==> src/rtl/i2c_pkg.sv <==
// -----------------------------------------------------------------------------
// i2c_pkg
// Shared definitions for the I2C SCL generator and the SDA/bit engine that
// follows its phase ticks.
//   scl_state_t  : SCL generator FSM states
//   SCL_MIN_DIV  : smallest SCL period (clk cycles) the generator will run
// -----------------------------------------------------------------------------
package i2c_pkg;

  localparam int SCL_MIN_DIV = 4;

  typedef enum logic [2:0] {
    IDLE       = 3'd0,
    START_HOLD = 3'd1,
    LOW        = 3'd2,
    REL_WAIT   = 3'd3,
    HIGH       = 3'd4
  } scl_state_t;

endpackage

==> src/rtl/i2c_scl_gen_if.sv <==
// -----------------------------------------------------------------------------
// i2c_scl_gen_if
// Bundles the controller-side and pad-side signals of the SCL generator.
//   master modport : the generator (drives pad control, status and ticks)
//   slave  modport : controller + IOBUF side (drives run/config, pad value)
// Signals:
//   en, div, high_cnt, to_lim          run request and timing configuration
//   i2c_scl_i, i2c_scl_t, i2c_scl_o    IOBUF I / T / O
//   busy, stretching, timeout          status
//   fall/change/rise/sample_tick       single-cycle phase ticks
//   counter                            current phase counter
// -----------------------------------------------------------------------------
interface i2c_scl_gen_if #(
  parameter int DIV_LEN = 16,
  parameter int TO_LEN  = 20
);
  logic               en;
  logic [DIV_LEN-1:0] div;
  logic [DIV_LEN-1:0] high_cnt;
  logic [TO_LEN-1:0]  to_lim;
  logic               i2c_scl_i;
  logic               i2c_scl_t;
  logic               i2c_scl_o;
  logic               busy;
  logic               fall_tick;
  logic               change_tick;
  logic               rise_tick;
  logic               sample_tick;
  logic               stretching;
  logic               timeout;
  logic [DIV_LEN-1:0] counter;

  modport master (
    input  en, div, high_cnt, to_lim, i2c_scl_o,
    output i2c_scl_i, i2c_scl_t, busy, fall_tick, change_tick, rise_tick,
           sample_tick, stretching, timeout, counter
  );

  modport slave (
    output en, div, high_cnt, to_lim, i2c_scl_o,
    input  i2c_scl_i, i2c_scl_t, busy, fall_tick, change_tick, rise_tick,
           sample_tick, stretching, timeout, counter
  );
endinterface

==> src/rtl/i2c_sync.sv <==
// -----------------------------------------------------------------------------
// i2c_sync
// STAGES-deep flop synchronizer for an asynchronous pad input (SCL or SDA).
//   clk, rstn : clock, asynchronous active-low reset
//   d_i       : asynchronous input
//   q_o       : synchronized value
//   q_nxt_o   : value q_o will take after the next clock edge (look-ahead)
// STAGES must be at least 2.
// -----------------------------------------------------------------------------
module i2c_sync #(
  parameter int   STAGES  = 2,
  parameter logic RST_VAL = 1'b1
) (
  input  logic clk,
  input  logic rstn,
  input  logic d_i,
  output logic q_o,
  output logic q_nxt_o
);

  logic [STAGES-1:0] sync_q;

  // Shift chain; stage 0 is the metastability-catching flop.
  always_ff @(posedge clk or negedge rstn) begin
    if (!rstn) begin
      sync_q <= {STAGES{RST_VAL}};
    end else begin
      sync_q <= {sync_q[STAGES-2:0], d_i};
    end
  end

  assign q_o     = sync_q[STAGES-1];
  assign q_nxt_o = sync_q[STAGES-2];

endmodule

==> src/rtl/i2c_scl_gen.sv <==
// -----------------------------------------------------------------------------
// i2c_scl_gen
// Open-drain I2C SCL generator with programmable period/high time, slave
// clock-stretch support with timeout, and single-cycle phase ticks.
//   clk, rstn : system clock, asynchronous active-low reset
//   bus       : i2c_scl_gen_if.master
//     en / div / high_cnt / to_lim : run request and timing (to_lim 0 = off)
//     i2c_scl_i (tied 0), i2c_scl_t (1 = released), i2c_scl_o (pad, async)
//     busy, stretching, timeout (sticky), counter
//     fall_tick, change_tick, rise_tick, sample_tick
// All outputs are registered and reflect the state they belong to.
// -----------------------------------------------------------------------------
module i2c_scl_gen
  import i2c_pkg::*;
#(
  parameter int DIV_LEN     = 16,
  parameter int TO_LEN      = 20,
  parameter int SYNC_STAGES = 2
) (
  input logic           clk,
  input logic           rstn,
  i2c_scl_gen_if.master bus
);

  localparam logic [DIV_LEN-1:0] DIV_ZERO = {DIV_LEN{1'b0}};
  localparam logic [DIV_LEN-1:0] DIV_ONE  = {{(DIV_LEN-1){1'b0}}, 1'b1};
  localparam logic [DIV_LEN-1:0] DIV_TWO  = {{(DIV_LEN-2){1'b0}}, 2'b10};
  localparam logic [DIV_LEN-1:0] DIV_MAX  = {DIV_LEN{1'b1}};
  localparam logic [DIV_LEN-1:0] DIV_MIN  = DIV_LEN'(SCL_MIN_DIV);
  localparam logic [TO_LEN-1:0]  TO_ZERO  = {TO_LEN{1'b0}};
  localparam logic [TO_LEN-1:0]  TO_ONE   = {{(TO_LEN-1){1'b0}}, 1'b1};
  localparam logic [TO_LEN-1:0]  TO_MAX   = {TO_LEN{1'b1}};
  localparam logic [TO_LEN-1:0]  SYNC_LIM = TO_LEN'(SYNC_STAGES);

  // Period clamp: never shorter than the minimum legal period.
  function automatic logic [DIV_LEN-1:0] clamp_div(input logic [DIV_LEN-1:0] d);
    if (d < DIV_MIN) begin
      return DIV_MIN;
    end else begin
      return d;
    end
  endfunction

  // High-time clamp: 1 .. div_l-2, so the low phase is always >= 2 cycles.
  function automatic logic [DIV_LEN-1:0] clamp_hi(input logic [DIV_LEN-1:0] h,
                                                  input logic [DIV_LEN-1:0] dl);
    logic [DIV_LEN-1:0] r;
    r = h;
    if (r > (dl - DIV_TWO)) begin
      r = dl - DIV_TWO;
    end else begin
      r = h;
    end
    if (r == DIV_ZERO) begin
      r = DIV_ONE;
    end else begin
      r = r;
    end
    return r;
  endfunction

  scl_state_t         state_q, state_d;
  logic [DIV_LEN-1:0] cnt_q, cnt_d;
  logic [TO_LEN-1:0]  wait_q, wait_d;
  logic [DIV_LEN-1:0] div_l_q, div_l_d;
  logic [DIV_LEN-1:0] hi_l_q, hi_l_d;
  logic               t_q, t_d;
  logic               busy_q, busy_d;
  logic               fall_q, fall_d;
  logic               change_q, change_d;
  logic               rise_q, rise_d;
  logic               sample_q, sample_d;
  logic               stretch_q, stretch_d;
  logic               timeout_q, timeout_d;

  logic               scl_s;
  logic               scl_nxt_s;
  logic [DIV_LEN-1:0] div_lat_s;
  logic [DIV_LEN-1:0] hi_lat_s;
  logic [DIV_LEN-1:0] lo_len_s;
  logic [DIV_LEN-1:0] lo_nxt_s;

  i2c_sync #(
    .STAGES  (SYNC_STAGES),
    .RST_VAL (1'b1)
  ) u_scl_sync (
    .clk     (clk),
    .rstn    (rstn),
    .d_i     (bus.i2c_scl_o),
    .q_o     (scl_s),
    .q_nxt_o (scl_nxt_s)
  );

  assign div_lat_s = clamp_div(bus.div);
  assign hi_lat_s  = clamp_hi(bus.high_cnt, div_lat_s);
  assign lo_len_s  = div_l_q - hi_l_q;

  // Next-state, counters, latched timing and the registered outputs' next values.
  always_comb begin
    state_d   = state_q;
    cnt_d     = cnt_q;
    wait_d    = wait_q;
    div_l_d   = div_l_q;
    hi_l_d    = hi_l_q;
    timeout_d = timeout_q;

    case (state_q)
      IDLE: begin
        cnt_d  = DIV_ZERO;
        wait_d = TO_ZERO;
        if (!bus.en) begin
          timeout_d = 1'b0;
        end else begin
          timeout_d = timeout_q;
        end
        if (bus.en && !timeout_q) begin
          state_d = START_HOLD;
          div_l_d = div_lat_s;
          hi_l_d  = hi_lat_s;
        end else begin
          state_d = IDLE;
        end
      end
      START_HOLD: begin
        if (cnt_q == hi_l_q - DIV_ONE) begin
          state_d = LOW;
          cnt_d   = DIV_ZERO;
          div_l_d = div_lat_s;
          hi_l_d  = hi_lat_s;
        end else begin
          cnt_d = cnt_q + DIV_ONE;
        end
      end
      LOW: begin
        if (cnt_q == lo_len_s - DIV_ONE) begin
          state_d = REL_WAIT;
          cnt_d   = DIV_ZERO;
          wait_d  = TO_ZERO;
        end else begin
          cnt_d = cnt_q + DIV_ONE;
        end
      end
      REL_WAIT: begin
        // The look-ahead tap lets HIGH start on the very cycle scl_s first
        // reads 1, so the synchronizer latency is part of the release wait.
        // scl_s itself is only a backstop in case the edge was missed.
        if (scl_nxt_s || scl_s) begin
          state_d = HIGH;
          cnt_d   = DIV_ZERO;
        end else if ((bus.to_lim != TO_ZERO) && (wait_q >= bus.to_lim - TO_ONE)) begin
          state_d   = IDLE;
          cnt_d     = DIV_ZERO;
          timeout_d = 1'b1;
        end else begin
          wait_d = (wait_q == TO_MAX) ? wait_q : wait_q + TO_ONE;
          cnt_d  = (cnt_q == DIV_MAX) ? cnt_q : cnt_q + DIV_ONE;
        end
      end
      HIGH: begin
        if (cnt_q == hi_l_q - DIV_ONE) begin
          cnt_d = DIV_ZERO;
          if (bus.en) begin
            state_d = LOW;
            div_l_d = div_lat_s;
            hi_l_d  = hi_lat_s;
          end else begin
            state_d = IDLE;
          end
        end else begin
          cnt_d = cnt_q + DIV_ONE;
        end
      end
      default: begin
        state_d = IDLE;
        cnt_d   = DIV_ZERO;
        wait_d  = TO_ZERO;
      end
    endcase

    lo_nxt_s  = div_l_d - hi_l_d;
    t_d       = (state_d != LOW);
    busy_d    = (state_d != IDLE);
    fall_d    = (state_d == LOW) && (state_q != LOW);
    change_d  = (state_d == LOW) && (state_q == LOW) && (cnt_d == (lo_nxt_s >> 1));
    rise_d    = (state_d == HIGH) && (state_q == REL_WAIT);
    // With hi_l = 1 the sample point would land on the rise; the rise wins.
    sample_d  = (state_d == HIGH) && !rise_d && (cnt_d == (hi_l_d >> 1));
    stretch_d = (state_d == REL_WAIT) && (wait_d >= SYNC_LIM);
  end

  // State, counters and registered outputs; reset releases SCL at once.
  always_ff @(posedge clk or negedge rstn) begin
    if (!rstn) begin
      state_q   <= IDLE;
      cnt_q     <= DIV_ZERO;
      wait_q    <= TO_ZERO;
      div_l_q   <= DIV_MIN;
      hi_l_q    <= DIV_ONE;
      t_q       <= 1'b1;
      busy_q    <= 1'b0;
      fall_q    <= 1'b0;
      change_q  <= 1'b0;
      rise_q    <= 1'b0;
      sample_q  <= 1'b0;
      stretch_q <= 1'b0;
      timeout_q <= 1'b0;
    end else begin
      state_q   <= state_d;
      cnt_q     <= cnt_d;
      wait_q    <= wait_d;
      div_l_q   <= div_l_d;
      hi_l_q    <= hi_l_d;
      t_q       <= t_d;
      busy_q    <= busy_d;
      fall_q    <= fall_d;
      change_q  <= change_d;
      rise_q    <= rise_d;
      sample_q  <= sample_d;
      stretch_q <= stretch_d;
      timeout_q <= timeout_d;
    end
  end

  assign bus.i2c_scl_i   = 1'b0;
  assign bus.i2c_scl_t   = t_q;
  assign bus.busy        = busy_q;
  assign bus.fall_tick   = fall_q;
  assign bus.change_tick = change_q;
  assign bus.rise_tick   = rise_q;
  assign bus.sample_tick = sample_q;
  assign bus.stretching  = stretch_q;
  assign bus.timeout     = timeout_q;
  assign bus.counter     = cnt_q;

endmodule

==> src/flat_wrapper.sv <==
// flat-port wrapper written by rule: the top's interface ports become plain ports
module i2c_scl_gen_flat import i2c_pkg::*;
#(
  parameter int DIV_LEN     = 16,
  parameter int TO_LEN      = 20,
  parameter int SYNC_STAGES = 2
)
  (clk, rstn, bus_en, bus_div, bus_high_cnt, bus_to_lim, bus_i2c_scl_o, bus_i2c_scl_i, bus_i2c_scl_t, bus_busy, bus_fall_tick, bus_change_tick, bus_rise_tick, bus_sample_tick, bus_stretching, bus_timeout, bus_counter);
  i2c_scl_gen_if #(.DIV_LEN(DIV_LEN), .TO_LEN(TO_LEN)) bus_i ();
  input logic clk;
  input logic rstn;
  input wire logic [$bits(bus_i.en)-1:0] bus_en;
  input wire logic [$bits(bus_i.div)-1:0] bus_div;
  input wire logic [$bits(bus_i.high_cnt)-1:0] bus_high_cnt;
  input wire logic [$bits(bus_i.to_lim)-1:0] bus_to_lim;
  input wire logic [$bits(bus_i.i2c_scl_o)-1:0] bus_i2c_scl_o;
  output wire logic [$bits(bus_i.i2c_scl_i)-1:0] bus_i2c_scl_i;
  output wire logic [$bits(bus_i.i2c_scl_t)-1:0] bus_i2c_scl_t;
  output wire logic [$bits(bus_i.busy)-1:0] bus_busy;
  output wire logic [$bits(bus_i.fall_tick)-1:0] bus_fall_tick;
  output wire logic [$bits(bus_i.change_tick)-1:0] bus_change_tick;
  output wire logic [$bits(bus_i.rise_tick)-1:0] bus_rise_tick;
  output wire logic [$bits(bus_i.sample_tick)-1:0] bus_sample_tick;
  output wire logic [$bits(bus_i.stretching)-1:0] bus_stretching;
  output wire logic [$bits(bus_i.timeout)-1:0] bus_timeout;
  output wire logic [$bits(bus_i.counter)-1:0] bus_counter;
  assign bus_i.en = bus_en;
  assign bus_i.div = bus_div;
  assign bus_i.high_cnt = bus_high_cnt;
  assign bus_i.to_lim = bus_to_lim;
  assign bus_i.i2c_scl_o = bus_i2c_scl_o;
  assign bus_i2c_scl_i = bus_i.i2c_scl_i;
  assign bus_i2c_scl_t = bus_i.i2c_scl_t;
  assign bus_busy = bus_i.busy;
  assign bus_fall_tick = bus_i.fall_tick;
  assign bus_change_tick = bus_i.change_tick;
  assign bus_rise_tick = bus_i.rise_tick;
  assign bus_sample_tick = bus_i.sample_tick;
  assign bus_stretching = bus_i.stretching;
  assign bus_timeout = bus_i.timeout;
  assign bus_counter = bus_i.counter;
  i2c_scl_gen #(.DIV_LEN(DIV_LEN), .TO_LEN(TO_LEN), .SYNC_STAGES(SYNC_STAGES)) u_core (.clk(clk), .rstn(rstn), .bus(bus_i));
endmodule
==> config.mk <==
export PLATFORM = sky130hd
export DESIGN_NAME = i2c_scl_gen_flat
export DESIGN_NICKNAME = d
export VERILOG_FILES = /design/src/rtl/i2c_pkg.sv /design/src/rtl/i2c_scl_gen_if.sv /design/src/rtl/i2c_sync.sv /design/src/rtl/i2c_scl_gen.sv /design/src/flat_wrapper.sv
export SDC_FILE = /design/constraint.sdc
export NUM_CORES = 1
export LEC_CHECK = 0
export CAP_MARGIN = 20
export CORE_MARGIN = 1
export CORE_UTILIZATION = 60
export CTS_CLUSTER_DIAMETER = 150
export DETAILED_ROUTE_END_ITERATION = 7
export PLACE_DENSITY = 0.91
export SLEW_MARGIN = 40
export SYNTH_ARGS = -nofsm -noshare
export SYNTH_HDL_FRONTEND = slang
export SYNTH_SLANG_ARGS = --single-unit
==> constraint.sdc <==
create_clock -name clk -period 8.8 [get_ports clk]
set_clock_uncertainty 0.1 [all_clocks]
set_input_delay 1.32 -clock clk [delete_from_list [all_inputs] [get_ports clk]]
set_output_delay 1.32 -clock clk [all_outputs]
set_load 0.03 [all_outputs]
==> qor.txt <==
status: complete, no violations
Mapped Nets: 1234
Routed Antenna Nets: 0
htree depth: 3
fmax: 0.1185 GHz
number of synthesized register bits: 81
footprint of the multi-input gates: 6326 sq um
row cnt: 43
Starting Density: 62.22%
share of layout cells above drive strength 1: 7.439%
PwrDens: 341.2 nW/um^2
Worst EP arrival: 8590 ps
clock latency on the worst-skew pair: 340 ps
Synth Area in XOR/XNOR: 11.36%
largest net degree at the start of global routing: 82
detailed placement HPWL: 21.81 mm
DR vias: 9403
Worst setup SP type: primary input
area delta synth->final: 15.52%
Critical-path top delay cell: clkdlybuf4s50_1
max-cap viol count: 0
Final #Nets: 1303
Post-synth top flop: dfrtp_1
clk buf depth: 2
largest family of logic cells by synthesized area: simple AND/OR/NAND/NOR gates
Via density: 6.899
CP bufs+invs: 3
dominant cell type by area after synthesis: dfrtp_1
mux cell area share after synthesis: 1.862%
final period utilization: 95.91%
vias in the first global route: 8698
CTS tree: yes
fill cell count: 1063
first-pass GRT wire length: 44.48 mm
number of enable flip-flop cells after synthesis: 0
worst setup slack after layout: 359.5 ps
initial antenna violation count: 0
Cell Area, Synth: 8737 sq um
P_leak: 0.004338 uW
ys async rst share: 100.0%
IO buf count: 79
Core ar.: 14040 sq um
synthesized-area fraction occupied by adder cells: 10.05%
DRC: 0
Worst setup EP type: flop
initial DRC count: 1217
Total Routing Usage GR: 38.44%
Max FO, Critical Path: 10
Syn Inst Count: 1109
clk sinks: 81
CTS Hold Bufs: 0
Worst slew margin: 40.40%
most frequent cell after synthesis: nand2_1
synth warn: 0
global placement routability congestion: 0.9956
Final Max Tran Viols: 0
worst slew pin tran: 894.1 ps
CP max stage delay: 520 ps
Seq. cell area: 2033 sq um
Die Y-Extent: 122.7 microns
register area share after synthesis: 23.27%
minimum hold slack: 266.7 ps
WL/cell: 20.67 microns
Synth Area in Simple Gates: 25.13%
Hold WC Path Type: reg2reg
DP Worst Slack: 51.02 ps
synth top area cells: dfrtp_1 (22%), ha_1 (9.6%), xnor2_1 (7.1%), a21oi_1 (4.7%), nand2_1 (4.2%)
Synth top area share: 21.77%
die span in x: 122.7 microns
# IOs: 81
total congestion overflow: 0
drt pass-1 iters: 6
# setup viols final: 0
Die Footprint: 15050 sq um
Fin. Hold Viols: 0
Top delay family on crit path: simple AND/OR/NAND/NOR gates
Inserted Diodes: 0
clock root buffer: clkbuf_16
peak supply drop: 0.1442 mV
most instantiated cells after synthesis: nand2_1 (98), a21oi_1 (82), nor2_1 (79), dfrtp_1 (76), xnor2_1 (71)
Tmin final: 8441 ps
CTS buffer count: 9
Yosys cell types: 87
final WL: 28.17 mm
Required @ worst endpoint: 8950 ps
Synth Area per Inst: 7.878 sq um
Post-CTS Setup Bufs: 0
compound-gate portion of the synthesized area: 23.50%
Worst-path clk slew: 60 ps
critical path class: in2reg
[placed cells by master (no fill, tap or decap), types with 6 or more instances in the layout]
cell              n
a211o_1           7
a211oi_1         14
a21o_1           15
a21oi_1          82
a31oi_1          16
and2_1           14
and3_1           18
and4_1            6
buf_4            23
clkbuf_16         9
clkdlybuf4s50_1  78
dfrtp_1          76
ha_1             67
inv_1            61
mux2_2            7
mux2i_1           7
nand2_1          98
nand2b_1         11
nand3_1          39
nand4_1          15
nor2_1           77
nor2b_1          13
nor3_1           34
nor3b_1           9
nor4_1           24
o211ai_1         10
o21a_1            9
o21ai_0          58
o21ai_1           6
o22ai_1           7
o31ai_1           9
or2_2            11
or3_1            14
or4_1            15
xnor2_1          71
xor2_1           37
[metrics by stage]
stage | area, sq um | setup TNS, ps | cells | power, uW | utilization, %
2_1_floorplan | 8762 | 0 | 1109 | 2356 | -
3_3_place_gp | 9764 | 0 | 1347 | 2906 | 69.54
3_5_place_dp | 9768 | 0 | 1347 | 2944 | 69.56
4_1_cts | 10080 | 0 | 1363 | 3354 | 71.81
5_1_grt | 10090 | -0.6004 | 1363 | 3664 | 71.88
6_report | 10090 | 0 | 1363 | 3444 | 71.88
[path summary, 6_finish.rpt]
check                           depth (start not counted)  slack [ps]                     endpoint                   startpoint
max in group asynchronous                               1        7180            u_core.hi_l_q[14]                         rstn
worst min-delay path                                    0         270  u_core.u_scl_sync.sync_q[1]  u_core.u_scl_sync.sync_q[0]
worst max register to register                         23        1770       u_core.bus.change_tick             u_core.hi_l_q[0]
worst max-delay path                                   31         360       u_core.bus.change_tick                   bus_div[6]
min in group asynchronous                               1         910            u_core.state_q[0]                         rstn
worst min register to register                          0         270  u_core.u_scl_sync.sync_q[1]  u_core.u_scl_sync.sync_q[0]
[worst register-to-register path: stages (launching register included)]
cell and delay [ps]:
dfstp_2 430, inv_1 230, ha_1 290, or4b_4 510, or4_1 500, o211ai_2 80
nor2_1 70, or4_4 590, or3_4 510, nand2_2 520, nor2_1 160, a21oi_1 340
ha_1 300, nand2_1 110, nand2b_1 140, nor3_1 80, o21ai_0 220, o2111ai_1 230
a211oi_2 430, o211ai_2 200, a31o_2 280, or2_2 280, a32o_1 220, nor4_2 130
[power by group]
part	internal [uW]	switching [uW]	leakage (uW)
Clock	237	158	0.000148
Sequential	464	179	0.00104
Combinational	1010	1390	0.00315
Total	1720	1730	0.00434
[kinds of logic after synthesis]
family,count (synthesis)
and+or+nand+nor,421
xor gates and xnor gates,110
buffers and inverters,105
other,1
adders and majority gates,69
muxes,15
DFF,81
AOI/OAI and AO/OA,307
[repair_timing]
action | 4_1_cts | 5_1_grt
endpoints found under the hold margin | 0 | 0
gates resized for setup | 0 | 3
endpoints found under the setup margin | 0 | 1
[area by class of cell]
class | instances | area share [%]
Inverter | 61 | 2.269
Timing Repair Buffer | 102 | 9.557
Tap cell | 180 | 2.231
Clock buffer | 11 | 2.504
Multi-Input combinational cell | 923 | 62.68
Clock inverter | 5 | 0.6198
Sequential cell | 81 | 20.14
[routing by layer]
metal / global-route usage, % / vias up / part of all wire [%]
li1: - / 4254 / -
met1: 51.96 / 4344 / 40
met2: 59.20 / 688 / 44
met3: 7.714 / 117 / 12
met4: 17.15 / 0 / 3.9
met5: 0 / - / 0
[registers in the layout, summed over array words and instances (netlist names)]
register / count
u_core.wait_q: 20
u_core.bus.counter: 16
u_core.div_l_q: 16
u_core.hi_l_q: 16
u_core.state_q: 3
u_core.u_scl_sync.sync_q: 2
u_core.bus.busy: 1
u_core.bus.change_tick: 1
u_core.bus.fall_tick: 1
u_core.bus.i2c_scl_t: 1
u_core.bus.rise_tick: 1
u_core.bus.sample_tick: 1
u_core.bus.stretching: 1
u_core.bus.timeout: 1
(Power assumes the default switching activity.)
